==> config.mk <==
export PLATFORM = sky130hd
export DESIGN_NAME = logarithmic_afpm
export DESIGN_NICKNAME = d
export VERILOG_FILES = /design/src/rtl/afpm_pkg.sv /design/src/rtl/fp16_log_mul.sv /design/src/rtl/logarithmic_afpm.sv
export SDC_FILE = /design/constraint.sdc
export NUM_CORES = 1
export LEC_CHECK = 0
export ABC_AREA = 1
export CAP_MARGIN = 20
export CORE_MARGIN = 4
export CORE_UTILIZATION = 31
export DETAILED_ROUTE_END_ITERATION = 6
export SYNTH_ARGS = -nofsm -noshare
export SYNTH_HDL_FRONTEND = slang
export SYNTH_SLANG_ARGS = --single-unit
==> constraint.sdc <==
create_clock -name clk -period 5.3 [get_ports clk]
set_clock_uncertainty 0.2 [all_clocks]
set_input_delay 0.795 -clock clk [delete_from_list [all_inputs] [get_ports clk]]
set_output_delay 0.795 -clock clk [all_outputs]
set_load 0.01 [all_outputs]
==> src/rtl/afpm_pkg.sv <==
// Shared definitions for the logarithmic approximate FP16 multiplier.
// Contents:
//   - state_t  : byte-serial sequencer states (load two bytes, emit two bytes)
//   - FP16 constants used by the Mitchell multiplier datapath
package afpm_pkg;

  typedef enum logic [1:0] {
    LOAD_LO = 2'd0,
    LOAD_HI = 2'd1,
    OUT_LO  = 2'd2,
    OUT_HI  = 2'd3
  } state_t;

  // Exponent bias (15) placed at the exponent field position (<<10).
  localparam logic [15:0] BIAS_SHIFTED = 16'h3C00;
  // Smallest magnitude sum whose rebiased exponent is still >= 1.
  localparam logic [15:0] MIN_NORM_SUM = 16'h4000;
  localparam logic [15:0] INF          = 16'h7C00;
  localparam logic [15:0] QNAN         = 16'h7E00;
  localparam logic [4:0]  EXP_MAX      = 5'd31;

endpackage

==> src/rtl/fp16_log_mul.sv <==
// Combinational approximate FP16 multiplier (Mitchell's logarithmic method).
// Adding the two 15-bit magnitude fields adds the exponents and, to first
// order, the log2 of the mantissas; the mantissa carry rippling into the
// exponent is exactly the Mitchell approximation. Subnormals flush to zero,
// no rounding is performed.
// Ports:
//   a, b : FP16 operands
//   p    : FP16 approximate product
module fp16_log_mul
  import afpm_pkg::*;
(
  input  logic [15:0] a,
  input  logic [15:0] b,
  output logic [15:0] p
);

  logic        sign;
  logic [4:0]  exp_a;
  logic [4:0]  exp_b;
  logic        a_nan;
  logic        b_nan;
  logic        a_inf;
  logic        b_inf;
  logic        a_zero;
  logic        b_zero;
  logic [15:0] mag_sum;
  logic [15:0] rebiased;

  assign sign   = a[15] ^ b[15];
  assign exp_a  = a[14:10];
  assign exp_b  = b[14:10];
  assign a_nan  = (exp_a == EXP_MAX) && (a[9:0] != 10'd0);
  assign b_nan  = (exp_b == EXP_MAX) && (b[9:0] != 10'd0);
  assign a_inf  = (exp_a == EXP_MAX) && (a[9:0] == 10'd0);
  assign b_inf  = (exp_b == EXP_MAX) && (b[9:0] == 10'd0);
  // Exponent 0 covers both true zero and subnormals (flushed to zero).
  assign a_zero = (exp_a == 5'd0);
  assign b_zero = (exp_b == 5'd0);

  assign mag_sum  = {1'b0, a[14:0]} + {1'b0, b[14:0]};
  // Only meaningful once mag_sum >= MIN_NORM_SUM, so no underflow wrap matters.
  assign rebiased = mag_sum - BIAS_SHIFTED;

  always_comb begin
    p = 16'h0000;
    if (a_nan || b_nan || (a_inf && b_zero) || (b_inf && a_zero)) begin
      p = QNAN;
    end else if (a_inf || b_inf) begin
      p = {sign, INF[14:0]};
    end else if (a_zero || b_zero) begin
      p = {sign, 15'h0000};
    end else if (mag_sum < MIN_NORM_SUM) begin
      p = {sign, 15'h0000};
    end else if (rebiased >= INF) begin
      p = {sign, INF[14:0]};
    end else begin
      p = {sign, rebiased[14:0]};
    end
  end

endmodule

==> src/rtl/logarithmic_afpm.sv <==
// Byte-serial approximate FP16 multiplier tile.
// Operands arrive low byte first on ui_in (A) and uio_in (B), one byte per
// enabled clock; the product streams out low byte first on uo_out. The
// sequence free-runs LOAD_LO -> LOAD_HI -> OUT_LO -> OUT_HI while ena is high.
// Ports:
//   clk     : clock
//   rst     : synchronous active-high reset (overrides ena)
//   ena     : enable; low freezes all state
//   ui_in   : operand A byte stream
//   uio_in  : operand B byte stream
//   uo_out  : registered product byte stream
//   uio_out : tied 0x00
//   uio_oe  : tied 0x00 (bidirectional pins are inputs)
module logarithmic_afpm
  import afpm_pkg::*;
(
  input  logic       clk,
  input  logic       rst,
  input  logic       ena,
  input  logic [7:0] ui_in,
  input  logic [7:0] uio_in,
  output logic [7:0] uo_out,
  output logic [7:0] uio_out,
  output logic [7:0] uio_oe
);

  state_t      state_reg;
  logic [15:0] a_reg;
  logic [15:0] b_reg;
  logic [15:0] product;

  fp16_log_mul u_mul (
    .a (a_reg),
    .b (b_reg),
    .p (product)
  );

  assign uio_out = 8'h00;
  assign uio_oe  = 8'h00;

  always_ff @(posedge clk) begin
    if (rst) begin
      state_reg <= LOAD_LO;
      a_reg     <= 16'h0000;
      b_reg     <= 16'h0000;
      uo_out    <= 8'h00;
    end else if (ena) begin
      unique case (state_reg)
        LOAD_LO: begin
          a_reg[7:0] <= ui_in;
          b_reg[7:0] <= uio_in;
          state_reg  <= LOAD_HI;
        end
        LOAD_HI: begin
          a_reg[15:8] <= ui_in;
          b_reg[15:8] <= uio_in;
          state_reg   <= OUT_LO;
        end
        OUT_LO: begin
          uo_out    <= product[7:0];
          state_reg <= OUT_HI;
        end
        OUT_HI: begin
          uo_out    <= product[15:8];
          state_reg <= LOAD_LO;
        end
      endcase
    end
  end

endmodule

# Word level (Yosys, flattened, before mapping)

Index checks and enable logic that the tools add are counted.

Bitwise gates (word level): 1
Shift-type cells: 0
Eq/ne operators: 5
$lt $le $gt $ge: 2
Mux-type cells: 7
Divide/modulo/power cells: 0
Reduce and logical (&&, ||, !) cells: 22
Multipliers: 0
Add/sub/neg operators: 2

Operator list:

| kind                                                         | count |
|---|---|
| two-way mux 15 bit                                           | 4 |
| zero test 10 bit                                             | 2 |
| nonzero test 10 bit                                          | 2 |
| adder 15 x 15 -> 16 bit                                      | 1 |
| >= comparator 16 x 15 -> 1 bit, second input constant        | 1 |
| less-than comparator 16 x 15 -> 1 bit, second input constant | 1 |
| two-way mux 16 bit                                           | 1 |
| case mux 8 bit (2 select lines)                              | 1 |
| subtractor 16 x 14 -> 16 bit, second input constant          | 1 |
| == test 5 bit, second input constant                         | 2 |
| zero test 5 bit                                              | 2 |
| case mux 2 bit (4 select lines)                              | 1 |
| logical AND 1 bit                                            | 6 |
| AND reduction 2 bit                                          | 3 |
| logical OR 1 bit                                             | 5 |
| == test 2 bit, second input constant                         | 2 |
| == test 2 x 1 -> 1 bit, second input constant                | 1 |
| zero test 2 bit                                              | 1 |
| nonzero test 2 bit                                           | 1 |
| bitwise XOR 1 bit                                            | 1 |

Bits of input ports: 19
Memories kept: 0
ROM bits: 0
Output and inout bits: 24
RAM bits: 0
Latch bits: 0
Flip-flop bits (word level): 42
Logic and storage cells: 45

# Longest topological paths before layout

Gate-level depths: netlist of the first run.

Depth after elaboration: 9
Mapped depth: 22
Gate-level depth less buffers: 21

# Modules after synthesis

Synthesis of the first run repeated with hierarchy kept, for this count alone.

Cells, all modules: 510
Area, all modules: 3,275.6 um^2

By module, submodules not included:

| module           | area each (um^2) | cells each | sequential area each (um^2) | times used |
|---|---|---|---|---|
| logarithmic_afpm | 1,820.5          | 249        | 840.8                       | 1 |
| fp16_log_mul     | 1,455.1          | 261        | 0.0                         | 1 |

# Least setup slack after synthesis of the first run

No wires, ideal clock.

Path type: register to register
From: register a_reg[0]
To: register uo_out[7]
Library setup time: 0.114 ns
Arrival time: 2.339 ns
Data required time: 4.986 ns
Period minus slack after synthesis: 2.653 ns
Path buffers: 1
Stages on the path, launching flop included: 22
Setup slack: 2.647 ns
Cells stage by stage: dfxtp_1 > ha_1 > inv_1 > fa_1 > inv_1 > nand3_2 > nand3_1 > nand2_1 > nand2_1 > ha_1 > nand3_1 > inv_1 > nand2_1 > nand2_1 > nand2_1 > nor2_2 > nor2_4 > buf_6 > nand4_2 > nand2_1 > nand2_1 > a21oi_2

Word-level cells in the longest chain between the ends: 9
Elaborated cells on any way between the ends: 19
Classes of those cells: add/sub: 2; order compare: 2; mux: 6; reduce/logical: 9

RTL lines:

| what                              | RTL line               | RTL |
|---|---|---|
| start, declared                   | logarithmic_afpm.sv:28 | `logic [15:0] a_reg;` |
| start signal, assigned            | logarithmic_afpm.sv:50 | `a_reg[7:0] <= ui_in;` |
| adder 15 x 15 -> 16 bit           | fp16_log_mul.sv:40     | `assign mag_sum = {1'b0, a[14:0]} + {1'b0, b[14:0]};` |
| subtractor 16 x 14 -> 16 bit      | fp16_log_mul.sv:42     | `assign rebiased = mag_sum - BIAS_SHIFTED;` |
| >= comparator 16 x 15 -> 1 bit    | fp16_log_mul.sv:54     | `end else if (rebiased >= INF) begin` |
| two-way mux 15 bit                | fp16_log_mul.sv:54     |  |
| two-way mux 15 bit                | fp16_log_mul.sv:52     | `end else if (mag_sum < MIN_NORM_SUM) begin` |
| two-way mux 15 bit                | fp16_log_mul.sv:50     | `end else if (a_zero \|\| b_zero) begin` |
| two-way mux 15 bit                | fp16_log_mul.sv:48     | `end else if (a_inf \|\| b_inf) begin` |
| two-way mux 16 bit *              | fp16_log_mul.sv:46     | `if (a_nan \|\| b_nan \|\| (a_inf && b_zero) \|\| (b_inf && a_zero)) begin` |
| case mux 8 bit (2 select lines) * | logarithmic_afpm.sv:48 | `unique case (state_reg)` |
| end signal, assigned              | logarithmic_afpm.sv:60 | `uo_out <= product[7:0];` |
| end signal, assigned              | logarithmic_afpm.sv:64 | `uo_out <= product[15:8];` |
| end, declared                     | logarithmic_afpm.sv:22 | `output logic [7:0] uo_out,` |

Every way passes the cells marked *; elsewhere a longest branch is shown, timed or not.
A chain may end at the register's enable or synchronous reset.

# Worst setup path in the final report of the first run

From: register b_reg[0]
To: register uo_out[5]

Word-level cells in the longest chain between the ends: 9
Elaborated cells on any way between the ends: 19
Classes of those cells: add/sub: 2; order compare: 2; mux: 6; reduce/logical: 9

RTL lines:

| what                              | RTL line               | RTL |
|---|---|---|
| start, declared                   | logarithmic_afpm.sv:29 | `logic [15:0] b_reg;` |
| start signal, assigned            | logarithmic_afpm.sv:51 | `b_reg[7:0] <= uio_in;` |
| adder 15 x 15 -> 16 bit           | fp16_log_mul.sv:40     |  |
| subtractor 16 x 14 -> 16 bit      | fp16_log_mul.sv:42     |  |
| >= comparator 16 x 15 -> 1 bit    | fp16_log_mul.sv:54     |  |
| two-way mux 15 bit                | fp16_log_mul.sv:54     |  |
| two-way mux 15 bit                | fp16_log_mul.sv:52     |  |
| two-way mux 15 bit                | fp16_log_mul.sv:50     |  |
| two-way mux 15 bit                | fp16_log_mul.sv:48     |  |
| two-way mux 16 bit *              | fp16_log_mul.sv:46     |  |
| case mux 8 bit (2 select lines) * | logarithmic_afpm.sv:48 |  |

Marked as above.

==> results.txt, run 1 <==
Status = finished, final reports clean
Fillers = 1064
Mapped Cells = 470
IO buf count = 26
Lkg Pwr = 1.64 nW
Initial Utilization = 31.8%
Layout cell share with drive strength beyond 1 = 9.13%
First-pass GRT wire length = 12800 microns
Seq cells post-synth = 42
Sequential area share after synthesis = 27.1%
Via count = 2964
Max clock buf depth = 2
Vias in the first global route = 2750
Full die area = 11700 sq um
NetSw = 276 uW
Total power = 851 uW
Max Clock Freq = 326 MHz
RD Place Congestion = 0.903
Starting DRT DRC Count = 158
Top Metal Used = met4
Die W = 108 microns
Post-DP HPWL = 6310 microns
CP Capture Type = flop
Crit path DAT = 3.09 ns
H-Tree Depth = 2
Final WL = 7730 microns
Sink Count = 42
ANT nets after route = 0
Die span in y = 108 microns
Fin crit period = 3.07 ns
Pwr dens = 240 nW/um^2
Routed len/inst = 12.3 microns
Combinational share of power = 26.7%
Asr flop ratio synth = 0%
Met1 Routed Length = 3650 microns
Most frequent cell after synthesis = nand2_1
Ports = 43
Length of the first detailed-routing pass in iterations = 4
Synth warn = 0
Min-Delay Path Class = reg2reg
Syn avg cell area = 6.61 sq um
Top FF cell, synth = dfxtp_1
Setup violations, final = 0
Top cell type's share of synthesized area = 27.1%
Total clock buffers created by CTS = 5
Part of the power in registers = 42.1%
Post-CTS resize count = 0
Startpoint types = flop
Slew HR = 42.8%
Area leader, netlist = dfxtp_1
GRT Total Usage = 13.5%
Worst-skew pair later-pin latency = 0.29 ns
Clock share of power = 31.1%
Hold-fix buffer count after cts = 0
Gr ovfl total = 0
Sw Share = 32.5%
P_int = 574 uW
Drt via density = 4.73
Core area = 9770 sq um
CTS tree = yes
Setup CP Type = reg2reg
Setup_tns = 0 ns
Final Cycle Share = 58.0%
Final hold vios = 0
Metal2 WL = 3680 microns
Maximum number of pins on one net before global-route repair = 38
Root Buffer = clkbuf_8
Clock slew at reported path FFs = 0.08 ns
Core Rows = 36
RSZ-0062 raised after global routing = false
Max_cap viols = 0
Antenna diodes = 0
Top cells by area, synth = dfxtp_1, nand2_1, ha_1
Worst VDD drop = 117 uV
Hold_ws = 0.269 ns
Worst Path Required = 5.32 ns
Slew @ Worst Pin = 0.857 ns
Nets = 535
Initial antenna violation count = 0
Worst Path Max Fanout = 14
Area grow syn2layout = 14.0%
Synth cell types = 34
DRC Markers = 0
# Post-CTS Setup Buffers = 0
Post-synth EDFFs = 0
Routed wl met3 = 299 microns
Most common library cells after synthesis = nand2_1, inv_1, nor2_1
Syn Std Cell Area = 3110 sq um
Max-slew violation count = 0
==> critical path, cell delays in order (launching register included) <==
cell and delay, ns:
dfxtp_1 0.38, ha_1 0.20, inv_1 0.06, fa_1 0.41, inv_1 0.11, nand3_1 0.09, nand3_2 0.13, nand2_1 0.06
nand2_1 0.11, nand2_1 0.10, nand2_1 0.07, nand2_1 0.05, nand2_2 0.12, nand3_1 0.09, nand2_1 0.11, nor2_2 0.06
nor2_4 0.24, nand3_1 0.11, nand2_1 0.08, nand3_1 0.06, a21oi_1 0.14
==> power by group through the flow <==
stage | sequential [mW] | combinational, mW | clock (mW)
global route | 0.362 | 0.258 | 0.282
CTS | 0.358 | 0.229 | 0.266
finish | 0.358 | 0.228 | 0.265
global placement | 0.365 | 0.225 | 0
detailed placement | 0.366 | 0.227 | 0
floorplan | 0.360 | 0.175 | 0
==> through the flow <==
| step | area (sq um) | cells | setup WS (ns) | utilization [%] |
|---|---|---|---|---|
| floorplan | 3160 | 485 | 2.65 | - |
| global placement | 3430 | 619 | 2.38 | 35.1 |
| detailed placement | 3430 | 619 | 2.28 | 35.1 |
| CTS | 3540 | 626 | 2.25 | 36.2 |
| global route | 3540 | 626 | 1.96 | 36.2 |
| finish | 3540 | 626 | 2.23 | 36.2 |
==> path summary, 6_finish.rpt <==
path / cells past startpoint / end / slack, ns / start
setup / recovery: 20 / uo_out[5]$_SDFFE_PP0P_ / 2.23 / b_reg[0]$_SDFFE_PP0P_
hold / removal: 2 / uo_out[0]$_SDFFE_PP0P_ / 0.27 / uo_out[0]$_SDFFE_PP0P_
setup reg to reg: 20 / uo_out[5]$_SDFFE_PP0P_ / 2.23 / b_reg[0]$_SDFFE_PP0P_
hold reg to reg: 2 / uo_out[0]$_SDFFE_PP0P_ / 0.27 / uo_out[0]$_SDFFE_PP0P_
==> cell usage in the layout (no fill, tap or decap), types with 15 or more instances in the layout <==
cell / Yosys / final
a21oi_1: 27 / 27
clkdlybuf4s50_1: 0 / 26
conb_1: 1 / 16
dfxtp_1: 42 / 42
ha_1: 22 / 22
inv_1: 59 / 59
nand2_1: 83 / 83
nand2_2: 16 / 16
nand3_1: 30 / 30
nand4_1: 15 / 15
nor2_1: 57 / 57
o21ai_0: 40 / 40
==> metal layers <==
layer  vias to the layer above  GRT usage [%]
met4                         0           3.61
met2                        59           23.4
met1                      1335           17.3
met3                         9           2.33
li1                       1561              -
met5                         -              0
==> kinds of logic (layout without fill, tap and decap cells) <==
kind of cell | Yosys count | in the layout | share of synthesized area [%]
AND/OR/NAND/NOR | 228 | 228 | 34.1
buffers and inverters | 89 | 97 | 12.9
AO/OA/AOI/OAI | 79 | 79 | 14.0
flip-flops | 42 | 42 | 27.1
adder cells (fa/ha/maj) | 23 | 23 | 9.50
XOR/XNOR | 8 | 8 | 2.26
other | 1 | 16 | 0.121
==> layout make-up <==
cell class | count | area (sq um) | share of cell area (%)
clock inverter | 1 | 30.0 | 0.848
inverter | 64 | 240 | 6.78
tap | 133 | 166 | 4.70
timing repair buffer | 26 | 260 | 7.35
clock buffer | 6 | 82.6 | 2.33
sequential | 42 | 841 | 23.7
multi-input combinational | 354 | 1920 | 54.2
(Power assumes the default switching activity.)
==> run 2: changes to the inputs <==
==> constraint.sdc (replaced) <==
create_clock -name clk -period 2.7 [get_ports clk]
set_clock_uncertainty 0.2 [all_clocks]
set_input_delay 0.405 -clock clk [delete_from_list [all_inputs] [get_ports clk]]
set_output_delay 0.405 -clock clk [all_outputs]
set_load 0.01 [all_outputs]
==> run 2 against run 1 <==
  * The flow now finishes with violations (negative setup slack)
  * Critical path type unchanged
  * Sequential share of layout area decreased by 4.0 points
  * Die area unchanged
  * Highest routed layer unchanged
  * Via count increased by 10%
  * Sequential power increased by 99%
  * Combinational power increased to 2.8 times the previous value
==> results.txt, run 2 (synthesis results as in run 1) <==
Root Buffer = clkbuf_8
Maximum number of pins on one net before global-route repair = 38
Startpoint types = flop
NetSw = 613 uW
First-pass GRT wire length = 14100 microns
Part of the power in registers = 35.9%
Die W = 108 microns
Final hold vios = 0
Antenna diodes = 0
Clock share of power = 31.4%
Min-Delay Path Depth = 2
Gr ovfl total = 0
Post-Place Cells = 669
Ports = 43
DRC Markers = 0
P_int = 1.37 mW
Min-Delay Startpoint = uo_out[0]$_SDFFE_PP0P_
Max clock buf depth = 2
RSZ-0062 raised after global routing = true
Crit Reg-Reg Endpoint = uo_out[5]$_SDFFE_PP0P_
Via count = 3263
Lkg Pwr = 1.95 nW
Sink Count = 42
Final WL = 8780 microns
Combinational share of power = 32.7%
Worst path slowest cell = dfxtp_2
Slew HR = 59.7%
Worst Path Required = 2.73 ns
Worst Path Max Fanout = 7
H-Tree Depth = 2
Setup CP Type = reg2reg
Crit path cell chain = ha_4 > inv_2 > fa_2 > inv_2 > nand3_2 > nand3_4 > buf_6 > nand2_2 > nand4_1 > nand2_2 > nand3_4 > nand2_1 > nand2_1 > nand2_2 > nor2_4 > buf_12 > nand3_2 > nand2_1 > nand3_1 > a21oi_1
Area grow syn2layout = 38.7%
Layout cell share with drive strength beyond 1 = 28.6%
RD Place Congestion = 0.995
CP Capture Type = flop
Starting DRT DRC Count = 154
Post-DP HPWL = 6950 microns
Crit path DAT = 2.84 ns
Core Rows = 36
CTS tree = yes
Worst VDD drop = 335 uV
Post-route setup slack = -0.107 ns
Non-filler cells in the finished layout = 686
Initial antenna violation count = 0
Drt via density = 4.76
Worst Hold Path EP = uo_out[0]$_SDFFE_PP0P_
Slew @ Worst Pin = 0.602 ns
Min-Delay Path Class = reg2reg
Die span in y = 108 microns
Status = finished with violations
Vias in the first global route = 3024
Dpl ws = -0.243 ns
Routed len/inst = 12.8 microns
Initial Utilization = 31.8%
Full die area = 11700 sq um
ANT nets after route = 0
Core area = 9770 sq um
Total power = 1.98 mW
Final Cycle Share = 104%
Worst-skew pair later-pin latency = 0.30 ns
Max_cap viols = 0
Length of the first detailed-routing pass in iterations = 4
Setup violations, final = 7
Util after Layout = 44.1%
Total clock buffers created by CTS = 5
Reg-to-reg slack, setup = -0.11 ns
Max Clock Freq = 356 MHz
IO buf count = 26
Most common cell after layout, fill and taps aside = nand2_1
Sw Share = 30.9%
Commonest cells after routing, fill and taps aside = nand2_1, buf_4, inv_1, nor2_1, o21ai_0
Pwr dens = 459 nW/um^2
Max-slew violation count = 0
GRT Total Usage = 15.1%
Clock slew at reported path FFs = 0.08 ns
Nets = 594
Failing checks = negative setup slack
R2R cell count = 20
Crit path largest cell delay = 0.36 ns
R2r startpoint = b_reg[0]$_SDFFE_PP0P_
Fin crit period = 2.81 ns
run 2: worst max-delay path, delay by kind of cell (launching register included):
kind / cells / cell delay, ns
DFF: 1 / 0.36
AOI/OAI and AO/OA: 1 / 0.14
adders and majority gates: 2 / 0.50
buffers and inverters: 4 / 0.37
and+or+nand+nor: 13 / 1.17
run 2: worst max-delay path by stage:
stage,start,end,slack (ns)
after floorplan,a_reg[0]$_SDFFE_PP0P_,uo_out[7]$_SDFFE_PP0P_,0.05
after global placement,b_reg[0]$_SDFFE_PP0P_,uo_out[5]$_SDFFE_PP0P_,-0.17
after detailed placement,b_reg[0]$_SDFFE_PP0P_,uo_out[5]$_SDFFE_PP0P_,-0.24
after CTS,a_reg[0]$_SDFFE_PP0P_,uo_out[5]$_SDFFE_PP0P_,-0.07
after global routing,b_reg[0]$_SDFFE_PP0P_,uo_out[5]$_SDFFE_PP0P_,-0.28
final,b_reg[0]$_SDFFE_PP0P_,uo_out[5]$_SDFFE_PP0P_,-0.11
run 2: power groups by stage:
stage	clock network [mW]	logic (mW)	registers (mW)
global placement	0	0.550	0.710
global route	0.668	0.715	0.717
finish	0.621	0.648	0.711
CTS	0.631	0.601	0.709
floorplan	0	0.344	0.708
detailed placement	0	0.554	0.711
run 2: layout make-up:
type	instances	area, sq um
clock inverters	2	60.1
well taps	133	166
fillers	998	5460
multi-input cells	354	2170
repair buffers	85	741
flip-flops and latches	42	852
inverters	64	240
clock buffers	6	82.6
run 2: timing repair:
action,in CTS,in global routing
hold buffers,0,0
gates resized for setup,23,40
endpoints found under the setup margin,8,8
pin swaps,10,16
cloned,0,1
buffers inserted,5,3
run 2: per-layer routing:
layer | share of wire, % | track usage, %
met1 | 44 | 18.7
met2 | 49 | 26.3
met3 | 4.2 | 2.51
met4 | 2.2 | 5.41
met5 | 0 | 0
run 2: through the flow:
step / hold WS [ns] / TNS [ns] / instance area [sq um]
final: 0.266 / -0.429 / 4310
after global routing: 0.293 / -1.84 / 4310
after CTS: 0.267 / -0.196 / 4130
after detailed placement: 0.254 / -1.55 / 3800
after global placement: 0.256 / -1.12 / 3800
after floorplan: 0.244 / 0 / 3160
==> patch: new RTL, settings of run 2 <==
Register the output `uo_out` once more, cleared by the reset; this adds one clock of latency there. The other outputs are not delayed to match. Comments in the files are not updated.
--- a/src/rtl/logarithmic_afpm.sv
+++ b/src/rtl/logarithmic_afpm.sv
@@ -24,6 +24,8 @@
   output logic [7:0] uio_oe
 );
 
+  logic [7:0] uo_s0;
+
   state_t      state_reg;
   logic [15:0] a_reg;
   logic [15:0] b_reg;
@@ -43,7 +45,7 @@
       state_reg <= LOAD_LO;
       a_reg     <= 16'h0000;
       b_reg     <= 16'h0000;
-      uo_out    <= 8'h00;
+      uo_s0     <= 8'h00;
     end else if (ena) begin
       unique case (state_reg)
         LOAD_LO: begin
@@ -57,16 +59,24 @@
           state_reg   <= OUT_LO;
         end
         OUT_LO: begin
-          uo_out    <= product[7:0];
+          uo_s0     <= product[7:0];
           state_reg <= OUT_HI;
         end
         OUT_HI: begin
-          uo_out    <= product[15:8];
+          uo_s0     <= product[15:8];
           state_reg <= LOAD_LO;
         end
       endcase
     end
   end
 
+  always_ff @(posedge clk) begin
+    if (rst) begin
+      uo_out <= '0;
+    end else begin
+      uo_out <= uo_s0;
+    end
+  end
+
 endmodule
 
Function: changed (a bounded check fails within 4 cycles, from zero or initial values and one cycle with rst high).
==> patch against run 2 <==
- synthesized area grew 7.7%
- total power grew 4.5%
- sequential cell count grew 8
- largest power group unchanged
- final area grew 8.5%
- routed wire length grew 2.2%
- worst setup slack gained 0.13 ns
- critical endpoint is now uo_s0[4]$_SDFFE_PP0P_
- worst hold slack lost 0.064 ns
==> patch: results (changes against run 2) <==
Final Util=44.9% (+0.79 points); layout cells sized above 1=30.5% (+1.9 points); Setup crit end=uo_s0[4]$_SDFFE_PP0P_; outcome=completed; setup_tns=0 ns (+0.429 ns); met3 routed WL=341 um (-8.6%); pin count of the biggest net entering global routing=34 (-11%); first-pass GRT wire length=14.3 mm (+1.0%); top cells by area, synth=dfxtp_1 (30%), nand2_1 (12%), nor2_1 (8.9%), ha_1 (8.2%), inv_1 (6.8%); Hold Startpoint=uo_s0[5]$_SDFFE_PP0P_; Max rail drop VDD=0.288 mV (-14%); met2 wire len=4.42 mm (+1.8%); Netlist cell types=32 (-5.9%); CP Launch Point=a_reg[0]$_SDFFE_PP0P_; worst reg2reg path depth=21 (+5.0%); M1 wire length=4.11 mm (+6.1%); # placed instances=725 (+8.4%); DR WL/cell=12.1 um (-5.1%); Worst R2R Setup Slack=0.03 ns (+0.13 ns); vias in the first global route=3,115 (+3.0%); WHS=0.202 ns (-0.0638 ns); GR Util met2=24.8% (-1.5 points); Min-Delay Endpoint=uo_out[5]$_SDFF_PP0_; GRT met3 Usage=2.23% (-0.28 points); Filler Cell Count=1,076 (+7.8%); Cell Count, Final, Fillers Out=739 (+7.7%); Commonest cells post-synth=nand2_1 (106), nor2_1 (79), inv_1 (61); syn_area_per_cell=6.49 um2 (-1.9%)
## patch: cell type report
cell class / count / area (um2) / area share (%)
Clock buffer: 6 / 82.6 / 1.77
Clock inverter: 2 / 38.8 / 0.830
Timing Repair Buffer: 91 / 761 / 16.3
Multi-Input combinational cell: 380 / 2320 / 49.6
Tap cell: 136 / 170 / 3.64
Sequential cell: 50 / 1020 / 21.8
Inverter: 74 / 283 / 6.05
## patch: cells by family (layout without fill, tap and decap cells)
logic type / after synthesis / count (layout) / share of synthesized area (%)
buffers and inverters: 101 / 173 / 13.3
XOR/XNOR: 5 / 5 / 1.31
AO/OA/AOI/OAI: 75 / 75 / 12.4
other: 1 / 16 / 0.112
AND/OR/NAND/NOR: 261 / 261 / 34.1
adder cells (fa/ha/maj): 23 / 23 / 8.82
flip-flops: 50 / 50 / 29.9
## patch: timing repair
action	in CTS	in global routing
pin swaps	20	24
hold buffers	0	0
gates resized for setup	45	52
buffers inserted	5	1
setup endpoints to repair	8	8
## patch: power breakdown
| group | internal (mW) | total (mW) | switching, mW |
|---|---|---|---|
| combinational | 0.312 | 0.662 | 0.350 |
| clock | 0.305 | 0.571 | 0.266 |
| sequential | 0.791 | 0.836 | 0.0447 |
## patch: metrics by stage
| step | setup WS [ns] | instance area [um2] | power, mW |
|---|---|---|---|
| floorplan | 0.0759 | 3400 | 1.17 |
| global placement | -0.140 | 4120 | 1.39 |
| detailed placement | -0.170 | 4120 | 1.40 |
| CTS | -0.0116 | 4490 | 2.02 |
| global route | -0.145 | 4680 | 2.18 |
| finish | 0.0262 | 4680 | 2.07 |
## patch: worst max-delay path: cells and delay by family, from the launching register on
kind                       cells  cell delay (ns)
AOI/OAI and AO/OA              1             0.05
adders and majority gates      3             0.65
buffers and inverters          5             0.40
DFF                            1             0.37
and+or+nand+nor               12             0.88
